## src/rtl/alu_pkg.sv

```systemverilog
`default_nettype none
// ============================================================================
// Module      : alu_pkg
// Description : Opcode constants and controller state encoding shared by the
//               sequential ALU and its multiplier.
// Revision    : 1.0 - initial release
// ============================================================================
package alu_pkg;

   localparam logic [2:0] OP_NOT = 3'b000;
   localparam logic [2:0] OP_OR  = 3'b001;
   localparam logic [2:0] OP_XOR = 3'b010;
   localparam logic [2:0] OP_AND = 3'b011;
   localparam logic [2:0] OP_MUL = 3'b100;
   localparam logic [2:0] OP_ADD = 3'b101;
   localparam logic [2:0] OP_SUB = 3'b110;
   localparam logic [2:0] OP_NOP = 3'b111;

   typedef enum logic [1:0] {
      ST_IDLE = 2'b00,
      ST_MUL  = 2'b01,
      ST_DONE = 2'b10
   } state_t;

endpackage
`default_nettype wire

```

## src/rtl/alu_mul_seq.sv

```systemverilog
`default_nettype none
// ============================================================================
// Module      : alu_mul_seq
// Description : Unsigned H x H shift-add multiplier, one partial product per
//               clock, exactly H steps after start. 'done' is high during the
//               cycle whose closing edge performs the final step, and
//               'product' then shows the value after that step, so the caller
//               can register the finished product on that same edge.
// Revision    : 1.0 - initial release
// ============================================================================
module alu_mul_seq
   import alu_pkg::*;
#(
   parameter int H = 4
) (
   input  logic           clk,
   input  logic           rst_n,
   input  logic           start,
   input  logic [H-1:0]   a,
   input  logic [H-1:0]   b,
   output logic           busy,
   output logic           done,
   output logic [2*H-1:0] product
);

   localparam int CW = $clog2(H + 1);

   logic [2*H-1:0] mcand;
   logic [2*H-1:0] acc;
   logic [2*H-1:0] step_acc;
   logic [H-1:0]   mplier;
   logic [CW-1:0]  count;

   // Accumulator value after the current step: add the shifted multiplicand when the current multiplier bit is set
   always_comb begin
      step_acc = acc;
      if (mplier[0]) begin
         step_acc = acc + mcand;
      end
   end

   // Operand capture on start, then one shift-add step per cycle while busy
   always_ff @(posedge clk or negedge rst_n) begin
      if (!rst_n) begin
         mcand  <= '0;
         mplier <= '0;
         acc    <= '0;
         count  <= '0;
         busy   <= 1'b0;
      end else if (start) begin
         mcand  <= {{H{1'b0}}, a};
         mplier <= b;
         acc    <= '0;
         count  <= CW'(H);
         busy   <= 1'b1;
      end else if (busy) begin
         acc    <= step_acc;
         mcand  <= mcand << 1;
         mplier <= mplier >> 1;
         count  <= count - CW'(1);
         if (count == CW'(1)) begin
            busy <= 1'b0;
         end
      end
   end

   assign done    = busy && (count == CW'(1));
   assign product = step_acc;

endmodule
`default_nettype wire

```

## src/rtl/seq_alu.sv

```systemverilog
`default_nettype none
// ============================================================================
// Module      : seq_alu
// Description : Handshaked ALU. Logic and add/sub operations complete in one
//               cycle; MUL runs an H-step shift-add multiply on the low
//               halves of the operands. Result and flags are held in
//               registers until the consumer accepts them.
// Revision    : 1.0 - initial release
// ============================================================================
module seq_alu
   import alu_pkg::*;
#(
   parameter int WIDTH = 8
) (
   input  logic             clk,
   input  logic             rst_n,
   input  logic             in_valid,
   output logic             in_ready,
   input  logic [WIDTH-1:0] a,
   input  logic [WIDTH-1:0] b,
   input  logic [2:0]       opcode,
   output logic             out_valid,
   input  logic             out_ready,
   output logic [WIDTH-1:0] result,
   output logic             flag_z,
   output logic             flag_c,
   output logic             flag_v
);

   localparam int H = WIDTH / 2;

   generate
      if ((WIDTH < 4) || ((WIDTH % 2) != 0)) begin : g_width_check
         $error("seq_alu: WIDTH must be even and >= 4");
      end
   endgenerate

   logic             rst_meta;
   logic             rst_sync_n;
   logic             armed;
   state_t           state;
   state_t           state_next;
   logic             in_accept;
   logic             mul_start;
   logic             mul_busy;
   logic             mul_done;
   logic [WIDTH-1:0] mul_product;
   logic [WIDTH:0]   sum;
   logic [WIDTH:0]   diff;
   logic [WIDTH-1:0] alu_res;
   logic             alu_c;
   logic             alu_v;

   // Reset asserts asynchronously and releases two clock edges after rst_n rises
   always_ff @(posedge clk or negedge rst_n) begin
      if (!rst_n) begin
         rst_meta   <= 1'b0;
         rst_sync_n <= 1'b0;
      end else begin
         rst_meta   <= 1'b1;
         rst_sync_n <= rst_meta;
      end
   end

   // Holds off input acceptance until the synchronised reset has fully released
   always_ff @(posedge clk or negedge rst_sync_n) begin
      if (!rst_sync_n) begin
         armed <= 1'b0;
      end else begin
         armed <= 1'b1;
      end
   end

   assign in_ready  = (state == ST_IDLE) && armed && !mul_busy;
   assign out_valid = (state == ST_DONE);
   assign in_accept = in_valid && in_ready;
   assign mul_start = in_accept && (opcode == OP_MUL);

   alu_mul_seq #(
      .H (H)
   ) u_mul (
      .clk     (clk),
      .rst_n   (rst_sync_n),
      .start   (mul_start),
      .a       (a[H-1:0]),
      .b       (b[H-1:0]),
      .busy    (mul_busy),
      .done    (mul_done),
      .product (mul_product)
   );

   // Controller state register
   always_ff @(posedge clk or negedge rst_sync_n) begin
      if (!rst_sync_n) begin
         state <= ST_IDLE;
      end else begin
         state <= state_next;
      end
   end

   // Next-state: accept in IDLE, wait out the multiplier, hold in DONE until taken
   always_comb begin
      state_next = state;
      case (state)
         ST_IDLE: begin
            if (in_accept) begin
               state_next = (opcode == OP_MUL) ? ST_MUL : ST_DONE;
            end
         end
         ST_MUL: begin
            if (mul_done) begin
               state_next = ST_DONE;
            end
         end
         ST_DONE: begin
            if (out_ready) begin
               state_next = ST_IDLE;
            end
         end
         default: state_next = ST_IDLE;
      endcase
   end

   // Single-cycle operations; the borrow of a-b is the top bit of the widened difference
   always_comb begin
      sum     = {1'b0, a} + {1'b0, b};
      diff    = {1'b0, a} - {1'b0, b};
      alu_res = '0;
      alu_c   = 1'b0;
      alu_v   = 1'b0;
      case (opcode)
         OP_NOT: alu_res = ~a;
         OP_OR:  alu_res = a | b;
         OP_XOR: alu_res = a ^ b;
         OP_AND: alu_res = a & b;
         OP_ADD: begin
            alu_res = sum[WIDTH-1:0];
            alu_c   = sum[WIDTH];
            alu_v   = (a[WIDTH-1] == b[WIDTH-1]) && (sum[WIDTH-1] != a[WIDTH-1]);
         end
         OP_SUB: begin
            alu_res = diff[WIDTH-1:0];
            alu_c   = diff[WIDTH];
            alu_v   = (a[WIDTH-1] != b[WIDTH-1]) && (diff[WIDTH-1] != a[WIDTH-1]);
         end
         default: alu_res = '0;
      endcase
   end

   // Output registers: loaded on acceptance (single-cycle ops) or on the final multiply step, held otherwise
   always_ff @(posedge clk or negedge rst_sync_n) begin
      if (!rst_sync_n) begin
         result <= '0;
         flag_z <= 1'b0;
         flag_c <= 1'b0;
         flag_v <= 1'b0;
      end else if (in_accept && (opcode != OP_MUL)) begin
         result <= alu_res;
         flag_z <= (alu_res == '0);
         flag_c <= alu_c;
         flag_v <= alu_v;
      end else if ((state == ST_MUL) && mul_done) begin
         result <= mul_product;
         flag_z <= (mul_product == '0);
         flag_c <= 1'b0;
         flag_v <= 1'b0;
      end
   end

endmodule
`default_nettype wire

```

## config.mk

```make
export PLATFORM = sky130hd
export DESIGN_NAME = seq_alu
export DESIGN_NICKNAME = d
export VERILOG_FILES = /design/src/rtl/alu_pkg.sv /design/src/rtl/alu_mul_seq.sv /design/src/rtl/seq_alu.sv
export SDC_FILE = /design/constraint.sdc
export NUM_CORES = 1
export LEC_CHECK = 0
export BUFFER_PORTS_ARGS = -buffer_cell sky130_fd_sc_hd__buf_2
export CORE_ASPECT_RATIO = 0.6
export CORE_UTILIZATION = 35
export DETAILED_ROUTE_END_ITERATION = 16
export REMOVE_ABC_BUFFERS = 1
export SLEW_MARGIN = 0
export SYNTH_ARGS = -nofsm -noshare
export SYNTH_HDL_FRONTEND = slang
export SYNTH_SLANG_ARGS = --single-unit
```

## constraint.sdc

```tcl
create_clock -name clk -period 1.7 [get_ports clk]
set_input_delay 0.085 -clock clk [delete_from_list [all_inputs] [get_ports clk]]
set_output_delay 0.085 -clock clk [all_outputs]
set_load 0.01 [all_outputs]
```

==> results.md <==
* Status: finished with violations
* Failing checks: negative setup slack
* FF-to-FF End: flag_z
* Global Route met2 Usage at 0.3408
* Post-synth top area share at 0.3010
* Final nets at a little under 600
* Placed insts at 640
* Post-synthesis adder-cell area fraction at 0.1422
* Setup ws final at -450.4 ps
* Top post-synthesis cells by area: dfrtp_1 30%, ha_1 12%, nand2_1 5.9%, inv_1 3.6%, nor2_1 3.6%
* Netlist Area Pre-Place at 3326 um^2
* Row count at 27
* Final WL at around 11000 um
* Longest Clk Path Bufs at 2
* FF-to-FF Start: u_mul.mcand[0]
* Period Utilization, post-route at 1.265
* Post-synthesis simple-gate area fraction at 0.1787
* Area growth from synthesis to layout at 58.28%
* Critical path data arrival time at ~2400 ps
* Die Width at between 100 and 150 um
* Mux cell area share after synthesis at 0.04665
* Final ANT Viol Nets at 0
* EDFF count, synth at 0
* Hold Crit Class: in2async
* Grt ovf at 0
* Period minus WS final at about 2200 ps
* Final slew viol count at 0
* Hold Fails Final Rpt at 0
* Ys flop type: dfrtp_1
* GPL Wtd Cong at 0.9422
* Slew HR at 0.6603
* Die height at slightly below 80 um
* Clock sinks at 40
* CTS Buf Count at 5
* VDD IR max at 0.5850 mV
* Pin count of the biggest net entering global routing at 39
* Fin util at 0.5728
* DRC violations left at 0
* Via count at 3448
* Crit-path max cell delay at ~420 ps
* GR Layer Usage met1 at 0.3431
* CP max FO at 3
* DRT iter0 DRCs at ~140
* Initial antenna violation count at 0
* Worst-path cell with the longest stage delay: fa_2
* R2r worst-path depth at 8
* Yosys warning count at 0
* Vias/cell at 5.169
* Largest family of logic cells by synthesized area: compound AO/OA/AOI/OAI gates
* Setup CP Type: reg2reg
* Die area at between 9000 and 10000 um^2
* Async SR Flop Fraction at 1.000
* Peak Freq at approximately 470 MHz
* WP data required at around 1900 ps
* Initial Util at 0.3619
* DRT Pass-1 Iters at 4
* Crit start category: register
* First-pass GRT wire length at between 15000 and 20000 um
* Met3 GRT Util at 0.04207
* N_diodes at 0
* Worst-skew pair later-pin latency at roughly 290 ps
* Mapped Avg Cell Area at approximately 8.5 um^2
* Core area at a little over 9000 um^2
* Top post-synthesis cells by count: 52 x nand2_1, 40 x dfrtp_1, 33 x ha_1
* Power, Total at approximately 6.5 mW
* Worst reg2reg setup slack at -450 ps
* Gate Count Post-Synth at slightly below 400
* Share of layout cells above drive strength 1 at 0.4767
* CTS tree: done
* Max-Cap Viols at 0
* Non-Filler Instances at 667
* Seq/Total Area, Yosys at 0.3010
* PwrDens at about 1200 nW/um^2
* Clock Tree Root: clkbuf_16
* Number of global-route vias before repair at 3403
* Post-DP HPWL at ~7800 um
* Synth area leader: dfrtp_1
* Worst-Margin Slew at a little over 500 ps
* # setup viols final at 32
* H-tree depth at 2
* Crit-path cells: ha_4 > fa_2 > a21o_1 > a211oi_2 > o22ai_2 > nor3_2 > a41oi_1 > a22oi_1
* Routed WL per cell at between 15 and 20 um
* GRT Util Overall at 0.2281
* Lkg Pwr at approximately 2.5 nW
* Synth unique cells at 64
* Reg clk slew, reported paths at around 60 ps
* Synth Area in Compound Gates at 0.2370
* Fin Clk Skew at between 2 and 2.5 ps
* I/O pin count at 36
* GR peak layer: met1
* Count leader, synth: nand2_1
* CP Capture Type: register
* Synth Register Bits at 40
* PortBufs at 35
* Synth Area in XOR/XNOR at 0.02634
* RSZ-0062 raised after global routing: true
==> cells in the final DEF, fill, tap and decap left out, types with 4 or more instances in the layout <==
master     count
a211oi_1       4
a211oi_2       6
a21o_1         4
a21oi_1       14
a22oi_2        5
buf_2         31
buf_4        110
buf_6          9
clkbuf_16      6
dfrtp_1       39
ha_1          21
ha_4          11
inv_1         29
mux2i_1       11
nand2_1       45
nand2_2        6
nand2b_1       4
nand3_1        7
nand3_2        4
nor2_1        23
nor2_4         9
nor2b_1        4
nor3_1         4
o211ai_1       5
o21ai_0       10
o21ai_1        6
xnor2_1        6
==> layout make-up <==
| class | count | area [um^2] |
|---|---|---|
| clock buffer | 5 | 125.1 |
| clock inverter | 3 | 42.54 |
| fill | 830 | 3925 |
| inverter | 33 | 126.4 |
| multi-input combinational | 298 | 2570 |
| sequential | 40 | 1002 |
| tap | 130 | 162.7 |
| timing repair buffer | 158 | 1235 |
==> state kept, by name (all words and copies together) (netlist names) <==
| signal | flops |
|---|---|
| u_mul.busy | 1 |
| armed | 1 |
| flag_v | 1 |
| u_mul.mplier | 4 |
| u_mul.acc | 8 |
| flag_z | 1 |
| state | 2 |
| rst_meta | 1 |
| result | 8 |
| u_mul.count | 3 |
| u_mul.mcand | 8 |
| rst_sync_n | 1 |
| flag_c | 1 |
==> routing by layer <==
layer | share of wire | vias up
met4 | 0.0065 | 0
met3 | 0.055 | 9
li1 | - | 1677
met5 | 0 | -
met2 | 0.43 | 102
met1 | 0.51 | 1660
==> metrics by stage <==
stage	setup WS (ps)	cell area [um^2]	TNS [ps]	hold WS (ps)
after floorplan	-1395	3231	-28320	-210.6
after global placement	-609.8	4367	-6505	-129.1
after detailed placement	-629.0	4367	-7068	-127.5
after CTS	-386.4	5017	-3393	104.1
after global routing	-566.4	5264	-8097	102.6
final	-450.4	5264	-5758	106.6
==> worst max-delay path: cells and delay by family, from the launching register on <==
kind / cells / cell delay, ps
compound gates: 5 / 860
simple gates: 1 / 190
fa+ha+maj: 2 / 600
flops: 1 / 410
==> cell families (layout without fill, tap and decap cells) <==
kind of cell               count (synthesis)  count (layout)
xor gates and xnor gates                  10              10
DFF                                       40              40
other                                      1               2
AOI/OAI and AO/OA                        108             108
muxes                                     14              14
buffers and inverters                     53             199
adders and majority gates                 36              36
and+or+nand+nor                          128             128
==> timing repair <==
action	in CTS	in global routing
pin swaps	39	23
gates resized for setup	77	47
setup endpoints to repair	34	35
hold buffers	1	0
endpoints found under the hold margin	2	0
buffers inserted	9	6
gates cloned	1	2
==> worst max-delay path by stage <==
| stage | cells past startpoint | endpoint | start |
|---|---|---|---|
| final | 8 | flag_z | u_mul.mcand[0] |
| after floorplan | 6 | u_mul.mcand[1] | u_mul.busy |
| after CTS | 9 | flag_z | u_mul.mcand[0] |
| after global placement | 9 | flag_z | u_mul.acc[0] |
| after detailed placement | 11 | flag_z | a[0] |
| after global routing | 7 | flag_z | u_mul.busy |
==> power by group <==
part	leakage, nW	switching (mW)	internal (mW)
Sequential	0.509	0.352	1.31
Clock	0.0798	0.408	0.690
Combinational	1.86	1.72	2.00
Total	2.45	2.48	4.00
Note: power is estimated with default switching activity, not from simulation.
